===== src/rtl/serial_alu_sequencer.sv =====
// serial_alu_sequencer: bit-serial ALU between register-read and writeback.
// Takes two W-bit operands and an opcode, computes one bit per clock (LSB
// first) through a 1-bit ALU slice with a registered carry, then holds the
// assembled result and flags until the downstream stage accepts them.
module serial_alu_sequencer #(
  parameter int W = 8
) (
  input  logic         clk,
  input  logic         reset_n,
  input  logic         in_valid,
  output logic         in_ready,
  input  logic [W-1:0] op_a,
  input  logic [W-1:0] op_b,
  input  logic [2:0]   alu_op,
  output logic         out_valid,
  input  logic         out_ready,
  output logic [W-1:0] result,
  output logic         carry_out,
  output logic         overflow,
  output logic         zero,
  output logic         op_err
);

  localparam int CW = $clog2(W);
  localparam logic [CW-1:0] LAST_BIT = CW'(W - 1);

  localparam logic [2:0] OP_MOV  = 3'b000;
  localparam logic [2:0] OP_NOT  = 3'b001;
  localparam logic [2:0] OP_ADD  = 3'b010;
  localparam logic [2:0] OP_SUB  = 3'b011;
  localparam logic [2:0] OP_OR   = 3'b100;
  localparam logic [2:0] OP_AND  = 3'b101;
  localparam logic [2:0] OP_SLTU = 3'b110;

  typedef enum logic [1:0] {
    S_IDLE = 2'd0,
    S_RUN  = 2'd1,
    S_DONE = 2'd2
  } state_t;

  state_t        r_state;
  state_t        w_state_next;

  // Operation context captured at accept time
  logic [W-1:0]  r_a;
  logic [W-1:0]  r_b;
  logic [2:0]    r_op;
  logic [CW-1:0] r_cnt;
  logic          r_carry;
  logic          r_cin_msb;
  logic [W-1:0]  r_res_sh;

  // Registered outputs; they keep their values after a transfer
  logic [W-1:0]  r_result;
  logic          r_carry_out;
  logic          r_overflow;
  logic          r_zero;
  logic          r_op_err;
  logic          r_out_valid;

  // Control strobes from the output process
  logic          w_accept;
  logic          w_step;
  logic          w_finalize;
  logic          w_release;

  // Slice outputs and final flag values
  logic          w_bit_r;
  logic          w_bit_c;
  logic [W-1:0]  w_fin_result;
  logic          w_fin_carry_out;
  logic          w_fin_overflow;
  logic          w_fin_op_err;

  // 1-bit ALU slice: returns {carry_next, result_bit}. Subtract-style ops
  // feed the inverted B bit into the same full adder (carry was seeded to 1).
  function automatic logic [1:0] alu_slice(
    input logic [2:0] op,
    input logic       a,
    input logic       b,
    input logic       c
  );
    logic bb;
    logic r;
    logic cn;
    bb = ((op == OP_SUB) || (op == OP_SLTU)) ? ~b : b;
    r  = 1'b0;
    cn = c;
    case (op)
      OP_MOV:  r = a;
      OP_NOT:  r = ~a;
      OP_ADD, OP_SUB, OP_SLTU: begin
        r  = a ^ bb ^ c;
        cn = (a & bb) | (a & c) | (bb & c);
      end
      OP_OR:   r = a | b;
      OP_AND:  r = a & b;
      default: r = 1'b0;
    endcase
    return {cn, r};
  endfunction

  // State register
  always_ff @(posedge clk) begin
    if (!reset_n) begin
      r_state <= S_IDLE;
    end else begin
      r_state <= w_state_next;
    end
  end

  // Next-state logic: W cycles in RUN, then DONE until the result is taken
  always_comb begin
    w_state_next = r_state;
    case (r_state)
      S_IDLE: if (in_valid) w_state_next = S_RUN;
      S_RUN:  if (r_cnt == LAST_BIT) w_state_next = S_DONE;
      S_DONE: if (r_out_valid && out_ready) w_state_next = S_IDLE;
      default: w_state_next = S_IDLE;
    endcase
  end

  // Output/control decode: first DONE cycle latches flags, later ones wait
  always_comb begin
    in_ready   = (r_state == S_IDLE);
    w_accept   = (r_state == S_IDLE) && in_valid;
    w_step     = (r_state == S_RUN);
    w_finalize = (r_state == S_DONE) && !r_out_valid;
    w_release  = (r_state == S_DONE) && r_out_valid && out_ready;
  end

  // Current bit through the slice
  always_comb begin
    {w_bit_c, w_bit_r} = alu_slice(r_op, r_a[0], r_b[0], r_carry);
  end

  // Serial datapath: operand/result shift registers, bit counter, carry
  always_ff @(posedge clk) begin
    if (!reset_n) begin
      r_a       <= '0;
      r_b       <= '0;
      r_op      <= '0;
      r_cnt     <= '0;
      r_carry   <= 1'b0;
      r_cin_msb <= 1'b0;
      r_res_sh  <= '0;
    end else if (w_accept) begin
      r_a       <= op_a;
      r_b       <= op_b;
      r_op      <= alu_op;
      r_cnt     <= '0;
      r_carry   <= (alu_op == OP_SUB) || (alu_op == OP_SLTU);
      r_cin_msb <= 1'b0;
      r_res_sh  <= '0;
    end else if (w_step) begin
      r_a      <= {1'b0, r_a[W-1:1]};
      r_b      <= {1'b0, r_b[W-1:1]};
      r_res_sh <= {w_bit_r, r_res_sh[W-1:1]};
      r_carry  <= w_bit_c;
      r_cnt    <= r_cnt + 1'b1;
      if (r_cnt == LAST_BIT) begin
        r_cin_msb <= r_carry;
      end
    end
  end

  // Final result and flags from the assembled shift register and carries
  always_comb begin
    w_fin_result    = r_res_sh;
    w_fin_carry_out = 1'b0;
    w_fin_overflow  = 1'b0;
    w_fin_op_err    = 1'b0;
    case (r_op)
      OP_ADD: begin
        w_fin_carry_out = r_carry;
        w_fin_overflow  = r_cin_msb ^ r_carry;
      end
      OP_SUB: begin
        w_fin_carry_out = ~r_carry;
        w_fin_overflow  = r_cin_msb ^ r_carry;
      end
      OP_SLTU: begin
        w_fin_result    = {{(W-1){1'b0}}, ~r_carry};
        w_fin_carry_out = ~r_carry;
      end
      OP_MOV, OP_NOT, OP_OR, OP_AND: begin
        w_fin_result = r_res_sh;
      end
      default: begin
        w_fin_result = '0;
        w_fin_op_err = 1'b1;
      end
    endcase
  end

  // Output registers: loaded once per operation, held until the next one
  always_ff @(posedge clk) begin
    if (!reset_n) begin
      r_result    <= '0;
      r_carry_out <= 1'b0;
      r_overflow  <= 1'b0;
      r_zero      <= 1'b0;
      r_op_err    <= 1'b0;
      r_out_valid <= 1'b0;
    end else if (w_finalize) begin
      r_result    <= w_fin_result;
      r_carry_out <= w_fin_carry_out;
      r_overflow  <= w_fin_overflow;
      r_zero      <= (w_fin_result == '0);
      r_op_err    <= w_fin_op_err;
      r_out_valid <= 1'b1;
    end else if (w_release) begin
      r_out_valid <= 1'b0;
    end
  end

  assign out_valid = r_out_valid;
  assign result    = r_result;
  assign carry_out = r_carry_out;
  assign overflow  = r_overflow;
  assign zero      = r_zero;
  assign op_err    = r_op_err;

endmodule


===== config.mk =====
export PLATFORM = sky130hd
export DESIGN_NAME = serial_alu_sequencer
export DESIGN_NICKNAME = d
export VERILOG_FILES = /design/src/rtl/serial_alu_sequencer.sv
export SDC_FILE = /design/constraint.sdc
export NUM_CORES = 1
export LEC_CHECK = 0
export CORE_UTILIZATION = 25
export CTS_CLUSTER_SIZE = 40
export DETAILED_ROUTE_END_ITERATION = 8
export GPL_TIMING_DRIVEN = 1
export MAX_ROUTING_LAYER = met4
export PLACE_DENSITY_LB_ADDON = 0.12
export SLEW_MARGIN = 40
export SYNTH_ARGS = -nofsm -noshare
export SYNTH_HDL_FRONTEND = slang
export SYNTH_SLANG_ARGS = --single-unit

===== constraint.sdc =====
create_clock -name clk -period 5.6 [get_ports clk]
set_clock_uncertainty 0.2 [all_clocks]
set_input_delay 1.12 -clock clk [delete_from_list [all_inputs] [get_ports clk]]
set_output_delay 1.12 -clock clk [all_outputs]
set_load 0.01 [all_outputs]

# Yosys cells after proc, flatten, opt, wreduce, memory -nomap -nowiden
# Cells that the tools add are included.
dict set report op_classes {
  n_reduce_logical 23
  eq_ne 14
  addsub 1
  bitwise_logic 14
  muxes 19
}
# op count
set op_table {}
lappend op_table {{2-to-1 mux 8 bit} 4}
lappend op_table {{one-hot mux 8 bit (2 select lines)} 1}
lappend op_table {{equality test 3 bit (second input constant)} 5}
lappend op_table {{equality test 3 x 2 -> 1 bit (second input constant)} 3}
lappend op_table {{logical NOT 8 bit} 1}
lappend op_table {{2-to-1 mux 1 bit} 8}
lappend op_table {{OR reduction 7 bit} 1}
lappend op_table {{2-to-1 mux 2 bit} 3}
lappend op_table {{one-hot mux 2 bit (3 select lines)} 1}
lappend op_table {{nonzero test 2 bit} 3}
lappend op_table {{OR reduction 2 bit} 3}
lappend op_table {{OR reduction 6 bit} 1}
lappend op_table {{logical AND 1 bit} 5}
lappend op_table {{one-hot mux 1 bit (5 select lines)} 1}
lappend op_table {{bitwise AND 1 bit} 4}
lappend op_table {{!= test 2 bit (second input constant)} 2}
lappend op_table {{NOT 1 bit} 4}
lappend op_table {{AND reduction 2 bit} 2}
lappend op_table {{adder 3 x 1 -> 3 bit (second input constant)} 1}
lappend op_table {{equality test 3 x 1 -> 1 bit (second input constant)} 1}
lappend op_table {{logical NOT 3 bit} 1}
lappend op_table {{bitwise OR 1 bit} 3}
lappend op_table {{AND reduction 3 bit} 1}
lappend op_table {{OR reduction 3 bit} 1}
lappend op_table {{8 further kinds} 11}
dict set report totals {
  out_inout_bits 14
  wordCells 85
  in_bits 23
  register_bits 47
}

# Depth between registers and ports, before layout
dict set report depth {
  depth_word 9
  ltp_mapped 8
  ltp_nobuf 7
}

# Worst setup path after synthesis
# Ideal clock, no wire load.
dict set report synth_path {
  path_type {input to register}
  start {input port in_valid}
  end {register r_cnt[0]}
  n_path_buf 2
  stages 5
  setup_time_ps 115
  setup_slack_ps 3422
  arrival_ps 1863
  required_time_ps 5285
  path_cell_list {or3b_1 > buf_2 > nand2_1 > buf_4 > nor2_1}
}
dict set report synth_between {
  elab_chain_cells 2
}
# element line
set synth_lines {}
lappend synth_lines {{start: declaration} 10} ;# input logic in_valid,
lappend synth_lines {{logical AND 1 bit} 126} ;# w_accept = (r_state == S_IDLE) && in_valid;
lappend synth_lines {{OR reduction 2 bit (no line)} --}
lappend synth_lines {{end signal: assignment} 160} ;# r_cnt <= r_cnt + 1'b1;
lappend synth_lines {{end: declaration} 48} ;# logic [CW-1:0] r_cnt;
# No other way between the ends.
# A chain may end at the register's enable or synchronous reset.

# Final worst setup path
dict set report layout_path {
  start {register r_state[0]}
  end {output port in_ready}
}
dict set report layout_between {
  elab_chain_cells 1
}
# element line
set layout_lines {}
lappend layout_lines {{start: declaration} 41} ;# state_t r_state;
lappend layout_lines {{start signal: assignment} 108} ;# r_state <= w_state_next;
lappend layout_lines {{logical NOT 2 bit} 125} ;# in_ready = (r_state == S_IDLE);
lappend layout_lines {{end: declaration} 11} ;# output logic in_ready,
# No other way between the ends.

==> results.yml <==
critical_path:
  endpoint_kind: "primary output"
  worst_ep_arrival_time_ns: 1.56
  critPathKind: "register to primary output"
  worstPathRequired_ns: 4.28
  max_stage_delay_ns: 0.68
  r2r_start: "r_op[2]$_SDFFE_PN0P_"
  worstPathMaxFanout: 15
  regToRegSetupSlack_ns: 3.32
  cp-start-kind: "register"
  ff2ff_path_depth: 7
  worst_path_max_delay_cell: "dfxtp_1"
  path_cells: "nor2_1 > clkdlybuf4s50_1"
  reg2reg_to: "r_res_sh[7]$_SDFFE_PP0P_"
cells_and_area:
  regArea_um2: 941
  final_nets: 290
  mostFrequentLayoutCell: "nand2_1"
  mostFrequentLayoutCells: "nand2_1 (55), dfxtp_1 (47), a21oi_1 (42)"
  antenna_cells: 0
  multi_input_area_um2: 966
  fillers: 880
  drive_above_1_share_pct: 6.04
  area_growth_syn_to_layout_pct: 25.2
clock_tree:
  cts_tree: "built"
  root_buffer: "clkbuf_8"
  post_cts_buffers: 0
  cts_hold_buf: 0
  cts-buffers-inserted: 5
  clk_pin_slew_ns: 0.09
  htreeDepth: 2
  clock-sinks: 47
  cts_max_path_buffers: 2
  clkLatencyLatePin_ns: 0.30
  post_cts_resized: 0
floorplanning:
  row_count: 32
  dieWidth_um: 91.9
  initial_core_util_pct: 26.0
  dieArea_um2: 8450
  die_y_um: 91.9
  core_area_um2: 7770
  boundaryPins: 37
global_route:
  grt_pass1_wl_mm: 8.18
  grt.overflow.total: 0
  track_usage_pct: 12.8
  grt_pass1_vias: 1615
  antenna_found_initial: 0
  grt_max_degree: 35
worst_hold_path:
  hp-start: "result[6]$_SDFFE_PN0P_"
  hold_depth: 2
  hold_path_class: "register to register"
  min_to: "result[6]$_SDFFE_PN0P_"
yosys:
  synth.yosys.seq_area_share_pct: 46.6
  ys_top_cells_by_area: "dfxtp_1 (47%), a21oi_1 (10%), nand2_1 (10%)"
  synth_top_area_cell: "dfxtp_1"
  ys_ff_latch: 47
  yosysWarnings: 0
  netlist.area_leader.share_pct: 46.6
  synth_nets: 264
  ys_types: 36
  syn-cell-area_um2: 2020
  syn_inst: 238
  avgSynthCellArea_um2: 8.49
power:
  leakage_nw: 0.849
  p_per_area_nw_per_um2: 258
  peakVddDrop_mv: 0.0907
drt:
  firstDrtPassIters: 4
  first_iter_violations: 60
  wl_per_cell_um: 13.5
  routed_wl_mm: 4.95
  drc: 0
  vias: 1716
  via_per_inst: 4.68
  ant_nets: 0
run_status:
  outcome: "completed"
sta:
  finalHoldViolCount: 0
  fin_crit_ns: 2.88
  whs_ns: 0.252
  fmax_ghz: 0.347
  fin_tns_setup_ns: 0
  rsz0062_at_grt: "no"
  worstMarginPinSlew_ns: 0.611
  slew_headroom_pct: 59.2
  finalSetupViolations: 0
  fin_crit_sh_pct: 51.4
  drv_slew: 0
placed_design:
  gp_congestion: 0.673
  dp.final_hpwl_mm: 3.31
  port_buffers: 36
job:
  maxCapViolations: 0
-- metal layers --
layer,part of all wire (%),vias up,GRT usage [%]
li1,-,884,-
met1,51,796,17.4
met2,44,30,18.5
met3,3.3,6,2.74
met4,1.5,0,5.34
met5,0,-,-
-- cells in the mapped netlist --
cell type	number
nand3_1	10
ha_1	2
nand2_1	55
a22oi_1	14
xor2_1	4
xnor2_1	1
o41ai_2	1
clkbuf_1	3
inv_1	3
and2_0	1
o21bai_2	1
a311oi_1	2
a211oi_1	1
dfxtp_1	47
nor3b_4	1
nand3b_1	1
o21ai_0	2
clkinv_1	1
nor3b_2	1
buf_4	3
or4_4	1
or3b_1	2
nand4b_1	1
o2111ai_1	1
nand4_1	1
mux2i_1	2
nand2b_1	2
nor2_1	7
buf_2	13
nor3b_1	2
and3_1	1
a41o_1	2
nor2b_1	3
a2111oi_0	3
a21oi_1	42
fa_1	1
-- metrics by stage --
step	setup slack, ns	area, um^2	std cells	util (%)	total power [W]
final	2.72	2530	367	32.6	0.000654
after floorplan	3.42	2020	238	-	0.000403
after global routing	2.61	2530	367	32.6	0.000686
after CTS	2.70	2530	367	32.6	0.000665
after global placement	2.19	2420	359	31.2	0.000432
after detailed placement	2.50	2430	359	31.2	0.000433
-- cell families (layout without fill, tap and decap cells) --
family	count (synthesis)	count (layout)	synth area share (%)
buffers and inverters	23	50	5.63
AND/OR/NAND/NOR	89	89	21.0
multiplexers	2	2	0.991
XOR/XNOR	5	5	2.17
flip-flops	47	47	46.6
adder cells (fa/ha/maj)	3	3	2.23
AO/OA/AOI/OAI	69	69	21.4
-- report_power, final --
group,internal [W],switching (W),total [W]
Combinational,0.0000322,0.0000347,0.0000669
Clock,0.000112,0.000118,0.000230
Sequential,0.000344,0.0000122,0.000357
Total,0.000489,0.000164,0.000654
-- final cells by class --
| type | instances | share of cell area [%] |
|---|---|---|
| inverters | 4 | 0.643 |
| flip-flops and latches | 47 | 37.2 |
| clock buffers | 7 | 3.81 |
| repair buffers | 38 | 14.8 |
| well taps | 102 | 5.04 |
| clock inverters | 1 | 0.297 |
| multi-input cells | 168 | 38.2 |
-- critical path: cells and delay by family (launching register included) --
kind | cells | cell delay, ns
DFF | 1 | 0.68
and+or+nand+nor | 1 | 0.08
buffers and inverters | 1 | 0.50
-- worst max-delay path by stage --
stage                                  from  slack (ns)                  endpoint
floorplan                          in_valid        3.42     r_cnt[0]$_SDFFE_PP0P_
global placement                    reset_n        2.19   r_state[0]$_SDFFE_PN0P_
detailed placement                 in_valid        2.50  r_res_sh[7]$_SDFFE_PP0P_
finish              r_state[0]$_SDFFE_PN0P_        2.72                  in_ready
global route        r_state[0]$_SDFFE_PN0P_        2.61                  in_ready
CTS                 r_state[0]$_SDFFE_PN0P_        2.70                  in_ready
-- registers in the layout, indices dropped and copies added (netlist names) --
| register | flops |
|---|---|
| r_a | 8 |
| r_b | 8 |
| r_res_sh | 8 |
| result | 8 |
| r_cnt | 3 |
| r_op | 3 |
| r_state | 2 |
| carry_out | 1 |
| op_err | 1 |
| out_valid | 1 |
| overflow | 1 |
| r_carry | 1 |
| r_cin_msb | 1 |
| zero | 1 |
(Power assumes the default switching activity.)
